$ cat config.mk
export PLATFORM = sky130hd
export DESIGN_NAME = mod_counter_ud_flat
export DESIGN_NICKNAME = d
export VERILOG_FILES = /design/src/rtl/mod_counter_ud_if.sv /design/src/rtl/mod_counter_ud.sv /design/src/flat_wrapper.sv
export SDC_FILE = /design/constraint.sdc
export NUM_CORES = 1
export LEC_CHECK = 0
export CORE_MARGIN = 8
export CORE_UTILIZATION = 30
export CTS_BUF_LIST = sky130_fd_sc_hd__clkbuf_8 sky130_fd_sc_hd__clkbuf_16
export CTS_CLUSTER_DIAMETER = 60
export DETAILED_ROUTE_END_ITERATION = 10
export PLACE_DENSITY_LB_ADDON = 0.2
export SETUP_SLACK_MARGIN = 0.2
export SYNTH_ARGS = -nofsm -noshare
export SYNTH_HDL_FRONTEND = slang
export SYNTH_SLANG_ARGS = --single-unit
$ cat constraint.sdc
create_clock -name clk -period 2.53 [get_ports clk]
set_input_delay 0.506 -clock clk [delete_from_list [all_inputs] [get_ports clk]]
set_output_delay 0.506 -clock clk [all_outputs]
set_load 0.02 [all_outputs]
$ cat src/rtl/mod_counter_ud_if.sv
// Control and status bundle for mod_counter_ud.
// The master drives the controls and the slave (the counter) drives count, tc and wrap.
interface mod_counter_ud_if #(
    parameter int WIDTH = 4
);
    logic             enable;
    logic             clear;
    logic             load;
    logic [WIDTH-1:0] load_val;
    logic             up_down;
    logic [WIDTH-1:0] limit;
    logic [WIDTH-1:0] count;
    logic             tc;
    logic             wrap;

    modport master (
        output enable, clear, load, load_val, up_down, limit,
        input  count, tc, wrap
    );

    modport slave (
        input  enable, clear, load, load_val, up_down, limit,
        output count, tc, wrap
    );
endinterface

$ cat src/rtl/mod_counter_ud.sv
// Up/down modulo counter with a runtime terminal value, parallel load, synchronous clear,
// wrap or saturate at the bounds, and terminal-count/wrap outputs for cascading.
module mod_counter_ud #(
    parameter int WIDTH    = 4,
    parameter bit SATURATE = 1'b0
) (
    input logic              clk,
    input logic              rst,
    mod_counter_ud_if.slave  bus
);

    logic [WIDTH-1:0] count_q, count_d;
    logic             wrap_q,  wrap_d;
    logic             at_top;
    logic             at_zero;

    // at_top uses >= so that a limit lowered below the count still ends the up range.
    assign at_top  = (count_q >= bus.limit);
    assign at_zero = (count_q == '0);

    always_comb begin
        // NOTE: every output gets a default first, so no path can infer a latch.
        count_d = count_q;
        wrap_d  = 1'b0;

        if (bus.clear) begin
            count_d = '0;
        end else if (bus.load) begin
            count_d = (bus.load_val > bus.limit) ? bus.limit : bus.load_val;
        end else if (bus.enable) begin
            if (bus.up_down) begin
                if (!at_top) begin
                    count_d = count_q + WIDTH'(1);
                end else if (SATURATE) begin
                    count_d = bus.limit;
                end else begin
                    count_d = '0;
                    wrap_d  = 1'b1;
                end
            end else begin
                if (count_q > bus.limit) begin
                    count_d = bus.limit;
                end else if (!at_zero) begin
                    count_d = count_q - WIDTH'(1);
                end else if (!SATURATE) begin
                    count_d = bus.limit;
                    wrap_d  = 1'b1;
                end
            end
        end
    end

    always_ff @(posedge clk or negedge rst) begin
        if (!rst) begin
            count_q <= '0;
            wrap_q  <= 1'b0;
        end else begin
            // NOTE: non-blocking assignments keep every flop sampling pre-edge values.
            count_q <= count_d;
            wrap_q  <= wrap_d;
        end
    end

    assign bus.count = count_q;
    assign bus.wrap  = wrap_q;
    assign bus.tc    = bus.enable & ((bus.up_down & at_top) | (~bus.up_down & at_zero));

endmodule

$ cat src/flat_wrapper.sv
// flat-port wrapper written by rule: the top's interface ports become plain ports
module mod_counter_ud_flat 
#(
    parameter int WIDTH    = 4,
    parameter bit SATURATE = 1'b0
)
  (clk, rst, bus_enable, bus_clear, bus_load, bus_load_val, bus_up_down, bus_limit, bus_count, bus_tc, bus_wrap);
  mod_counter_ud_if #(.WIDTH(WIDTH)) bus_i ();
  input logic clk;
  input logic rst;
  input wire logic [$bits(bus_i.enable)-1:0] bus_enable;
  input wire logic [$bits(bus_i.clear)-1:0] bus_clear;
  input wire logic [$bits(bus_i.load)-1:0] bus_load;
  input wire logic [$bits(bus_i.load_val)-1:0] bus_load_val;
  input wire logic [$bits(bus_i.up_down)-1:0] bus_up_down;
  input wire logic [$bits(bus_i.limit)-1:0] bus_limit;
  output wire logic [$bits(bus_i.count)-1:0] bus_count;
  output wire logic [$bits(bus_i.tc)-1:0] bus_tc;
  output wire logic [$bits(bus_i.wrap)-1:0] bus_wrap;
  assign bus_i.enable = bus_enable;
  assign bus_i.clear = bus_clear;
  assign bus_i.load = bus_load;
  assign bus_i.load_val = bus_load_val;
  assign bus_i.up_down = bus_up_down;
  assign bus_i.limit = bus_limit;
  assign bus_count = bus_i.count;
  assign bus_tc = bus_i.tc;
  assign bus_wrap = bus_i.wrap;
  mod_counter_ud #(.WIDTH(WIDTH), .SATURATE(SATURATE)) u_core (.clk(clk), .rst(rst), .bus(bus_i));
endmodule
==> metrics list, run 1 <==
* Clock skew: 2.67 ps
* Stage delay of the slowest cell on the critical path: between 200 and 250 ps
- Global-route wire length before repair: 4.55 mm
* Run status: finished, final reports clean
- Grt peak-use layer: met2
* Fill cell count: between 200 and 300
* Clock-pin slew on the worst setup and hold paths: 30 ps
- Layout Area Growth over Synthesis: 52.5%
- Of all nets on the critical path, the largest fanout is 2.
* Area of the multi-input gates: 729 um2
- Pin count of the biggest net entering global routing: 13
* Worst skew pair latency: approximately 220 ps
- Clock tree synthesis inserted a total of 3 buffers.
- Synth Area per Inst: between 8 and 9 um2
- Data on the critical path is required at its endpoint by 2020 ps.
- Measured against its own limit, the worst slew margin works out to 73.1%.
- The number of buffers and inverters on the critical path is 3.
* Clock tree from TritonCTS: built
- Setup CP Type: in2out
* Global-route met1 utilization: between 10% and 20%
- In this run, post-CTS hold repair placed 0 buffers.
- Antenna viol nets, final: 0
- Once detailed placement completed, the half-perimeter wirelength came to 2.18 mm.
- Via count of the first global-routing pass: 942
* Chip Width: 68.9 um
- Cell family with most CP delay: compound AO/OA/AOI/OAI gates
- Total detailed-routing wirelength: between 2 and 3 mm
- For this run, the post-layout net count is 161.
- Adding up every negative setup slack in the final design gives 0 ps.
- When the netlist entered floorplanning its net count stood at 123.
- Setup slack of the most critical reg-to-reg path: 530 ps
- At the worst endpoint, the arrival time is 1740 ps.
- The sequential cells in the finished layout cover a total of 125 um2.
- Gp weighted congestion: just under 0.9
- The most used flip-flop cell after synthesis is sky130_fd_sc_hd__dfrtp_1.
- For the finished layout, the period the worst path requires is around 2200 ps.
- After floorplanning, the core was sized to cover 2710 um2.
- For this run, global-route usage on met2 was measured as 22.1%.
* Number of enable-type register cells in the synthesized netlist: 0
- Total Power Consumption: 615 uW
- The floorplan step set the die height to roughly 69 um.
- Class of the tightest hold or removal check: in2async
* Tcrit/Tclk final: 88.6%
- Cells with a size suffix above 1 make up 27.9% of the layout.
- The total overflow left after global routing is 0.
* Unrepaired setup endpoints after global routing: false
- Number of synthesis warnings: 0
- For this run, design rule violations remaining after detail routing come to 0.
- The clock drives 5 sinks.
* Cell-by-cell trace of the critical path: dlygate4sd2_1 > inv_2 > ha_4 > nor2b_4 > o211a_4 > o221a_4 > buf_6
- The top cell types in the final layout, fill and taps aside, are sky130_fd_sc_hd__buf_4 (17), sky130_fd_sc_hd__nor2_1 (14), sky130_fd_sc_hd__clkdlybuf4s50_1 (14).
- STA classifies the critical path endpoint as an output port.
* Leading area contributor after synthesis: sky130_fd_sc_hd__dfrtp_1
- Vias per cell: 5.46
- In this run the number of H-tree levels came out at 1.
- Dividing total power by cell area gives a power density of 479 nW/um2.
- Number of failing hold endpoints at the final stage: 0
- STA classifies the critical path startpoint as an input port.
- The library cell used most frequently in the layout, excluding fill and tap cells, is sky130_fd_sc_hd__buf_4.
- Input and output buffers added on the ports amount to 19.
* Antenna diode count: 0
* Antenna violations before repair: 0
* Global router's overall resource usage: 12.4%
* Rows: 19
* Number of iterations in the first detailed-routing pass: 4
- Flip-flop and latch count after synthesis: 5
* Worst VDD drop: 0.438 mV
* 1st-iter DRT viols: 45
* Ys async rst share: between 90% and 100%
* Max-Cap Viols: 0
- The slowest stage of the critical path is the sky130_fd_sc_hd__dlygate4sd2_1 cell.
- Main area contributors after synthesis: sky130_fd_sc_hd__dfrtp_1 (15%), sky130_fd_sc_hd__ha_1 (15%), sky130_fd_sc_hd__nor2_1 (6.3%)
- Setup violations remaining at the end of the flow were counted as 0.
- After synthesis, the largest area contributor takes up 14.9% of total cell area.
- Met3 Resource Use GR: 2.91%
- Die Outline Area: 4750 um2
- At the pin with the least slew margin, the transition time is approximately 400 ps.
* I/O pin count: 20
- Count of distinct cell types in the synthesized netlist: 44
* Fin. max-slew vios: 0
- Syn Inst Count: between 90 and 100
- WL/cell: 15.9 um
- Area of the mapped netlist: roughly 840 um2
* Total via count after detailed routing: about 910
* Leakage dissipation: 0.000593 uW
- Fmax achieved: 0.446 GHz
- Root buf cell: sky130_fd_sc_hd__clkbuf_8
- Sequential elements use 14.9% of the synthesized area.
* Buffers from clock root to sink, at most: 2
* Starting density of the core: 31.0%
## worst register-to-register path, cell delays in order, from the launching register on
cell and delay (ps):
sky130_fd_sc_hd__dfrtp_1 440, sky130_fd_sc_hd__ha_4 290, sky130_fd_sc_hd__nor2b_4 130, sky130_fd_sc_hd__o211a_4 230, sky130_fd_sc_hd__buf_4 150, sky130_fd_sc_hd__nor4b_1 320, sky130_fd_sc_hd__o31ai_1 120, sky130_fd_sc_hd__a32oi_1 210
## path summary, 6_finish.rpt
path	from	endpoint	cells after the start
min	rst	u_core.bus.wrap	1
min in group clk	u_core.bus.count[0]	u_core.bus.count[0]	3
max reg2reg	u_core.bus.count[1]	u_core.bus.count[0]	7
max in group asynchronous	rst	u_core.bus.count[0]	1
max	bus_limit[1]	bus_tc	7
min reg2reg	u_core.bus.count[0]	u_core.bus.count[0]	3
## state kept, by name, summed over array words and instances (netlist names)
name	flops
u_core.bus.count	4
u_core.bus.wrap	1
## area by class of cell
class / count / share of cell area, %
sequential: 5 / 9.76
clock buffer: 3 / 3.22
clock inverter: 1 / 0.293
tap: 31 / 3.02
multi-input combinational: 83 / 56.9
timing repair buffer: 36 / 24.5
inverter: 8 / 2.34
## cells by family (layout without fill, tap and decap cells)
| kind of cell | Yosys count | after routing | synth area share (%) |
|---|---|---|---|
| DFF | 5 | 5 | 14.9 |
| muxes | 5 | 5 | 6.55 |
| xor gates and xnor gates | 3 | 3 | 3.13 |
| buffers and inverters | 11 | 48 | 5.95 |
| adders and majority gates | 10 | 10 | 14.9 |
| AOI/OAI and AO/OA | 26 | 26 | 25.6 |
| and+or+nand+nor | 39 | 39 | 29.0 |
## metrics by stage
stage               hold WS, ps  utilization (%)  instance area [um2]  std cells  worst slack (ps)
detailed placement          713             43.4                 1180        163              -460
global placement            707             43.4                 1180        163              -418
global route                516             47.3                 1280        167               259
finish                      508             47.3                 1280        167               289
CTS                         509             47.3                 1280        167               300
floorplan                   210                -                  841         99               463
## synthesized netlist by cell type (3+ instances only)
master and n:
sky130_fd_sc_hd__a21oi_1 3, sky130_fd_sc_hd__nor3b_1 3, sky130_fd_sc_hd__dfrtp_1 5, sky130_fd_sc_hd__a31oi_1 4, sky130_fd_sc_hd__nor2_1 14, sky130_fd_sc_hd__inv_1 8
sky130_fd_sc_hd__mux2i_1 4, sky130_fd_sc_hd__nand2_1 4, sky130_fd_sc_hd__o211ai_1 3, sky130_fd_sc_hd__ha_1 10
## report_power, final
part           leakage, uW  internal [uW]  switching (uW)  total, uW
combinational     0.000500            188             186        375
sequential       0.0000661           90.0            10.1        100
clock            0.0000269            104            36.3        140
total             0.000593            382             233        615
## layer usage
layer,vias up,wire length (um)
met3,2,121
li1,449,-
met1,436,1160
met5,-,0
met2,24,1360
met4,0,21
## timing repair
action                     CTS  global route
setup endpoints to repair    2             0
buffers inserted             0             0
gates resized for setup     19             0
(Power assumes the default switching activity.)
==> inputs of run 2 (changes only) <==
==> constraint.sdc (replaced) <==
create_clock -name clk -period 2.7 [get_ports clk]
set_input_delay 0.54 -clock clk [delete_from_list [all_inputs] [get_ports clk]]
set_output_delay 0.54 -clock clk [all_outputs]
set_load 0.02 [all_outputs]
==> run 2 against run 1 <==
Clock power decreased by 6%. Global-route usage down 0.60 points. Worst setup slack improved by 100 ps. Clock skew decreased by 1.1 ps. Utilization decreased by 0.14 points. Total power decreased by 7.0%. Non-clock buffer count decreased by 4. Via count fell by 4.8%. Sequential power decreased by 5%. Critical path type unchanged.
==> metrics list, run 2 (synthesis gave the netlist of run 1 again) <==
- Global-route wire length before repair: 4.36 mm (was 4.55 mm)
* Via count of the first global-routing pass: 939 (was 942)
- Starting density of the core: 31.0% (unchanged)
- The static leakage is 0.000598 uW (was 0.000593 uW).
- The CTS sink count was 5 (unchanged).
* Slack of the critical path: 389 ps (was 289 ps)
* Worst VDD drop: 0.346 mV (was 0.438 mV)
- Transition time at the pin with the least slew margin: 399 ps (was 403 ps)
* Total detailed-routing wirelength: 2.51 mm (was 2.66 mm)
- The number of detailed-route iterations in the first pass was 4 (unchanged).
- Class of the tightest hold or removal check: in2async (unchanged)
- Buffers from clock root to sink, at most: 2 (unchanged)
- Buffers and inverters on the worst path: 3 (unchanged)
* Vias per cell: 5.32 (was 5.46)
- The fraction of final layout cells with drive strength greater than 1 was 27.3% (was 27.9%).
* Required time at the endpoint of the critical path: 2160 ps (was 2020 ps)
* Number of buffers inserted to repair setup after CTS: 0 (unchanged)
* Die Outline Area: 4750 um2 (unchanged)
- Net count reported at finish: 157 (was 161)
* Maximum level of the CTS H-tree: 1 (unchanged)
- Tcrit/Tclk final: roughly 86%
* Number of buffers added by the clock tree synthesis step: 3 (unchanged)
* I/O pin count: 20 (unchanged)
- The number of diodes added for antenna fixing came to 0 (unchanged).
- Setup CP Type: in2out (unchanged)
- Count of input and output buffers: 19 (unchanged)
- The library cell contributing the largest single delay on the critical path was sky130_fd_sc_hd__dlygate4sd2_1 (unchanged).
* Total power per unit cell area: 447 nW/um2 (was 479 nW/um2)
* Count of cell instances traversed by the critical path: 7 (unchanged)
- The number of instances in the placed design came to 159 (was 163).
- Area of the multi-input gates: 744 um2 (was 729 um2)
- Cell family with most CP delay: buffers and inverters (was compound AO/OA/AOI/OAI gates)
- The die boundary width was 68.9 um (unchanged).
- Core Region: 2710 um2 (unchanged)
- Flip-flop count of the largest register after layout: 4 (unchanged)
- Post-route insts no fill: 163 (was 167)
- The count of maximum capacitance violations is 0 (unchanged).
- Fmax achieved: approximately 0.43 GHz
- The clock network latency to the later pin of the worst-skew pair was 220 ps (about the same).
* Antenna viol nets, final: 0 (unchanged)
- The layout filler cell count came to 271 (was 282).
* Layout Area Growth over Synthesis: 52.1% (was 52.5%)
- Setup slack of the most critical reg-to-reg path: 650 ps (was 530 ps)
- The number of max-slew violations in the final report is 0 (unchanged).
- The DRC violation count after routing was 0 (unchanged).
- The floorplan die height is 68.9 um (unchanged).
- The depth of the worst register-to-register path came to 7 (unchanged).
* Final setup TNS: 0 ps (unchanged)
- Root buf cell: sky130_fd_sc_hd__clkbuf_8 (unchanged)
- Most used cells in the layout excluding fill and tap cells: sky130_fd_sc_hd__nor2_1 (14), sky130_fd_sc_hd__clkdlybuf4s50_1 (14), sky130_fd_sc_hd__buf_4 (13) (was sky130_fd_sc_hd__buf_4 (17), sky130_fd_sc_hd__nor2_1 (14), sky130_fd_sc_hd__clkdlybuf4s50_1 (14)).
- Headroom to the max-slew limit: 73.3% (was 73.1%)
- The setup violation total in the final timing report was 0 (unchanged).
* Hpwl dp: 2.04 mm (was 2.18 mm)
- Global router's overall resource usage: 11.8% (was 12.4%)
* Clock skew: 1.57 ps (was 2.67 ps)
- WL/cell: 15.4 um (was 15.9 um)
- The maximum number of pins on one net before global-route repair was 13 (unchanged).
- The number of buffers inserted for hold repair after clock tree synthesis came to 0 (unchanged).
* Endpoint kind of the worst setup timing path: output port (unchanged)
* Data arrival at the endpoint of the critical path: 1770 ps (was 1740 ps)
* Gp weighted congestion: 0.807 (was 0.881)
- The clock tree from TritonCTS was built (unchanged).
* Stage delay of the slowest cell on the critical path: 230 ps (about the same)
- Unrepaired setup endpoints after global routing: false (unchanged)
* Worst slack at placement: -356 ps (was -460 ps)
- Antenna violations before repair: 0 (unchanged)
- The startpoint class of the critical path is an input port (unchanged).
- Run status: finished, final reports clean (unchanged).
- The area of all sequential standard cells is 125 um2 (unchanged).
- The number of DRC markers in iteration 0 was 29 (was 45).
- The via total after detailed routing was 867 (was 911).
- After layout, the minimum clock period comes to 2310 ps.
- Cell-by-cell trace of the critical path: dlygate4sd2_1 > inv_2 > ha_4 > nor2b_4 > o211a_4 > o221a_4 > buf_6 (unchanged).
* Total Power Consumption: 572 uW (was 615 uW)
* GRT overflow: 0 (unchanged)
- Rows: 19 (unchanged)
- The clock slew seen by the registers of the worst setup and hold paths was 30 ps (about the same).
- The count of final hold-check violations came to 0 (unchanged).
- Maximum fanout along the worst path: 2 (unchanged)
run 2: cell count changes in the layout (fill, tap and decap cells not counted):
cell                             previous run  this run
sky130_fd_sc_hd__nand2_2                    0         1
sky130_fd_sc_hd__dlymetal6s2s_1             0         3
sky130_fd_sc_hd__dlygate4sd2_1              4         1
sky130_fd_sc_hd__ha_4                       3         4
sky130_fd_sc_hd__buf_4                     17        13
sky130_fd_sc_hd__ha_1                       7         6
sky130_fd_sc_hd__nand2_1                    4         3
run 2: area by class of cell:
| class | instances | area share, % |
|---|---|---|
| clock buffers | 3 | 3.23 |
| clock inverters | 1 | 0.294 |
| inverters | 8 | 2.35 |
| multi-input cells | 83 | 58.2 |
| flip-flops and latches | 5 | 9.78 |
| well taps | 31 | 3.03 |
| repair buffers | 32 | 23.1 |
run 2: worst register-to-register path, delay by kind of cell, from the launching register on:
kind                       cells  cell delay (ps)
AOI/OAI and AO/OA              3              590
DFF                            1              490
and+or+nand+nor                2              470
adders and majority gates      1              260
buffers and inverters          1              150
run 2: power by group:
| group | switching, uW | internal, uW | total (uW) |
|---|---|---|---|
| combinational | 171 | 174 | 345 |
| sequential | 10.4 | 84.3 | 94.7 |
| clock | 34.5 | 97.2 | 132 |
| total | 216 | 355 | 572 |
run 2: final timing paths:
| path | startpoint | to |
|---|---|---|
| max | bus_limit[1] | bus_tc |
| min | rst | u_core.bus.count[2] |
| max reg2reg | u_core.bus.count[1] | u_core.bus.count[0] |
| min reg2reg | u_core.bus.count[0] | u_core.bus.count[0] |
| max in group asynchronous | rst | u_core.bus.count[0] |
| min in group clk | bus_limit[3] | u_core.bus.count[3] |
run 2: metal layers:
layer / track usage (%) / up-vias / routed length [um]
met1: 14.9 / 404 / 1140
met4: 0 / 0 / 0
met5: 0 / - / 0
met2: 20.8 / 20 / 1250
met3: 3.23 / 0 / 127
li1: - / 443 / -
run 2: what timing repair did:
item                       4_1_cts  5_1_grt
gates resized for setup         16        5
setup endpoints to repair        1        2
pin swaps                        1        0
run 2: stage by stage:
stage | hold WS [ps] | cell area (um2) | util (%)
finish | 543 | 1280 | 47.2
global route | 547 | 1280 | 47.2
CTS | 547 | 1270 | 46.8
detailed placement | 690 | 1150 | 42.3
global placement | 712 | 1150 | 42.3
floorplan | 244 | 841 | -
==> inputs of run 3 (changes only) <==
--- a/config.mk
+++ b/config.mk
@@ -10,6 +10,7 @@
 export CTS_BUF_LIST = sky130_fd_sc_hd__clkbuf_8 sky130_fd_sc_hd__clkbuf_16
 export CTS_CLUSTER_DIAMETER = 60
 export DETAILED_ROUTE_END_ITERATION = 10
+export HOLD_SLACK_MARGIN = 0.03
 export PLACE_DENSITY_LB_ADDON = 0.2
 export SETUP_SLACK_MARGIN = 0.2
 export SYNTH_ARGS = -nofsm -noshare
==> constraint.sdc (replaced) <==
create_clock -name clk -period 2 [get_ports clk]
set_input_delay 0.4 -clock clk [delete_from_list [all_inputs] [get_ports clk]]
set_output_delay 0.4 -clock clk [all_outputs]
set_load 0.02 [all_outputs]
==> run 3 against run 2 <==
The flow now finishes with violations (setup timing). Die area unchanged. Largest power group unchanged. Routed wire length up 29%. Via count up 17%. Non-clock buffer count up 22. Highest routed layer is now met4. Final cell count up 13%. Sequential cell count unchanged.
==> metrics list, run 3 (synthesis gave the netlist of run 1 again) <==
- Run status: finished, violations left (was finished, final reports clean).
- The final reports fail on setup timing.
- The worst-case clock buffer depth came to 2 (unchanged).
- The total power density per cell area was 599 nW/um2 (was 447 nW/um2).
* Antenna viol nets, final: 0 (unchanged)
* Comb pwr share: 67.2% (was 60.4%)
- Headroom to the max-slew limit: 73.7% (was 73.3%)
- Most used cells in the layout excluding fill and tap cells: sky130_fd_sc_hd__buf_4 (30), sky130_fd_sc_hd__nor2_1 (12), sky130_fd_sc_hd__dlygate4sd2_1 (10) (was sky130_fd_sc_hd__nor2_1 (14), sky130_fd_sc_hd__clkdlybuf4s50_1 (14), sky130_fd_sc_hd__buf_4 (13))
- The H-tree depth reported by CTS is 1 (unchanged).
- Leaving out fill and tap cells, the most frequent cell in the layout is sky130_fd_sc_hd__buf_4.
* Cell-by-cell trace of the critical path: ha_4 > nor2b_4 > o211a_4 > o221a_4 > buf_6 (was dlygate4sd2_1 > inv_2 > ha_4 > nor2b_4 > o211a_4 > o221a_4 > buf_6)
- Number of failing hold endpoints at the final stage: 0 (unchanged)
- Starting density of the core: 31.0% (unchanged)
- Of the available clock period, the critical path in the final layout requires 101%.
- The remaining global-route overflow is 0 (unchanged).
* Global router's overall resource usage: 14.5% (was 11.8%)
- The kind of critical path was reg2out (was in2out).
- Die height: 68.9 um (unchanged)
- Fmax achieved: 0.496 GHz
* Clock skew: 4.43 ps (was 1.57 ps)
- The fraction of final layout cells with drive strength greater than 1 came to 52.6% (was 27.3%).
- Number of iterations in the first detailed-routing pass: 4 (unchanged)
- The worst min-delay path class was in2async (unchanged).
* Clock power share: 19.1% (was 23.1%)
* Layout Area Growth over Synthesis: 89.9% (was 52.1%)
* Max-Cap Viols: 0 (unchanged)
- Proportion of power drawn by flip-flops and latches: 13.7% (was 16.6%)
- Hold_buf cts: 0 (unchanged)
* Total detailed-routing wirelength: 3.24 mm (was 2.51 mm)
* Gp weighted congestion: 0.849 (was 0.807)
- Num Clock Sinks: 5 (unchanged)
- The clock network latency to the later pin of the worst-skew pair was 220 ps (about the same).
- The switching power total came to 375 uW (was 216 uW).
* Post-route insts no fill: 185 (was 163)
- Antenna violations before repair: 0 (unchanged)
- DRC violation count after routing: 0 (unchanged)
- The required time reported for the critical path endpoint is 1600 ps (was 2160 ps).
- Buffers and inverters on the worst path: 1 (was 3)
- Leakage dissipation: 0.000732 uW (was 0.000598 uW)
- The maximum single-stage delay on the critical path is 430 ps (was 230 ps).
- Die Outline Area: 4750 um2 (unchanged)
- Worst VDD drop: 0.599 mV (was 0.346 mV)
- The clock tree from TritonCTS was built (unchanged).
- Count of input and output buffers: 19 (unchanged)
- The worst-case setup margin in the final layout is -16.9 ps (was 389 ps).
- Total via count after detailed routing: 1011 (was 867)
- Fill cell count: 259 (was 271)
* Fin crit period: 2020 ps
- The switching share of power came to 39.1% (was 37.8%).
- Pin count of the biggest net entering global routing: 12 (was 13)
- The core outline area was 2710 um2 (unchanged).
* Vias per cell: 5.46 (was 5.32)
- The setup violation total in the final timing report was 1 (was 0).
- Cell family with most CP delay: compound AO/OA/AOI/OAI gates (was buffers and inverters)
- The transition time at the pin with the least slew margin came to 393 ps (was 399 ps).
* Fin. max-slew vios: 0 (unchanged)
- Endpoint kind of the worst setup timing path: output port (unchanged)
- Root buf cell: sky130_fd_sc_hd__clkbuf_8 (unchanged)
- Global-route wire length before repair: 5.13 mm (was 4.36 mm)
- The maximum fanout encountered on the critical timing path came to 2 (unchanged).
- The clock slew seen by the registers of the worst setup and hold paths is 40 ps (was 30 ps).
- The placed wire-length estimate after detailed placement came to 2.37 mm (was 2.04 mm).
* Setup slack of the most critical reg-to-reg path: 10 ps (was 650 ps)
- Startpoint type of the worst setup path: flip-flop (was input port)
- Post-placement cell count: 176 (was 159)
* Flip-flop count of the largest register after layout: 4 (unchanged)
* Data arrival at the endpoint of the critical path: 1620 ps (was 1770 ps)
* Critical path's slowest cell: sky130_fd_sc_hd__dfrtp_2 (was sky130_fd_sc_hd__dlygate4sd2_1)
- Chip Width: 68.9 um (unchanged)
* Antenna diode count: 0 (unchanged)
- Via count of the first global-routing pass: 1085 (was 939)
* WL/cell: 17.5 um (was 15.4 um)
* I/O pin count: 20 (unchanged)
- The net count reported at finish was 179 (was 157).
* Final Util: 58.9% (was 47.2%)
- Unrepaired setup endpoints after global routing: true (was false).
- The internal power of the cells came to 582 uW (was 355 uW).
* 1st-iter DRT viols: 50 (was 29)
- The total CTS buffers is 3 (unchanged).
- The site row count was 19 (unchanged).
-- run 3: changes by cell type in the layout (fill, tap and decap cells not counted), moves of 3 or more --
cell	previous run	this run
sky130_fd_sc_hd__dfrtp_1	5	2
sky130_fd_sc_hd__a21oi_1	3	0
sky130_fd_sc_hd__ha_4	4	7
sky130_fd_sc_hd__dlygate4sd2_1	1	10
sky130_fd_sc_hd__buf_6	1	5
sky130_fd_sc_hd__clkdlybuf4s50_1	14	6
sky130_fd_sc_hd__buf_4	13	30
sky130_fd_sc_hd__ha_1	6	2
sky130_fd_sc_hd__dfrtp_2	0	3
-- run 3: worst paths after layout --
path                                  endpoint                 from  depth (start not counted)
max                                     bus_tc  u_core.bus.count[1]                          5
min                            u_core.bus.wrap                  rst                          1
max reg2reg                u_core.bus.count[0]  u_core.bus.count[1]                          8
min reg2reg                u_core.bus.count[1]  u_core.bus.count[0]                          4
max in group asynchronous  u_core.bus.count[1]                  rst                          1
min in group clk           u_core.bus.count[3]         bus_limit[3]                          3
-- run 3: repair_timing --
item | CTS | global route
resized for setup | 53 | 9
buffers inserted | 4 | 1
setup endpoints to repair | 8 | 7
pin swaps | 18 | 7
-- run 3: area by class of cell --
| class | count | area, um2 | share of cell area, % |
|---|---|---|---|
| multi-input cells | 83 | 887 | 55.6 |
| repair buffers | 54 | 462 | 28.9 |
| flip-flops and latches | 5 | 129 | 8.07 |
| clock buffers | 3 | 41.3 | 2.59 |
| well taps | 31 | 38.8 | 2.43 |
| inverters | 8 | 35.0 | 2.19 |
| clock inverters | 1 | 3.75 | 0.235 |
-- run 3: per-layer routing --
metal	wire [um]	GRT usage, %	up-vias
met2	1760	26.9	25
met3	100	3.39	6
met5	0	0	-
met4	67	4.76	0
li1	-	-	488
met1	1320	15.5	492
-- run 3: worst register-to-register path, stage by stage (launching register included) --
cell and delay [ps]:
sky130_fd_sc_hd__dfrtp_2 430, sky130_fd_sc_hd__ha_4 240, sky130_fd_sc_hd__nor2b_4 130, sky130_fd_sc_hd__o211a_4 250, sky130_fd_sc_hd__buf_4 140, sky130_fd_sc_hd__buf_8 140
sky130_fd_sc_hd__nor4b_4 210, sky130_fd_sc_hd__o31ai_1 90, sky130_fd_sc_hd__a32oi_1 250
-- run 3: power groups by stage --
| stage | registers, uW | clock network, uW | logic [uW] |
|---|---|---|---|
| floorplan | 152 | 0 | 268 |
| global placement | 130 | 0 | 489 |
| detailed placement | 130 | 0 | 499 |
| CTS | 131 | 191 | 601 |
| global route | 132 | 201 | 682 |
| finish | 131 | 183 | 643 |
-- run 3: per-stage QoR --
step / hold slack [ps] / setup TNS (ps) / setup slack [ps] / cell area, um2 / total power (uW)
final: 398 / -16.9 / -16.9 / 1600 / 957
after detailed placement: 640 / -2890 / -728 / 1320 / 629
after CTS: 400 / -20.5 / -20.5 / 1560 / 923
after global placement: 633 / -2790 / -698 / 1320 / 619
after floorplan: 104 / 0 / 203 / 887 / 420
after global routing: 412 / -71.9 / -48.8 / 1600 / 1020
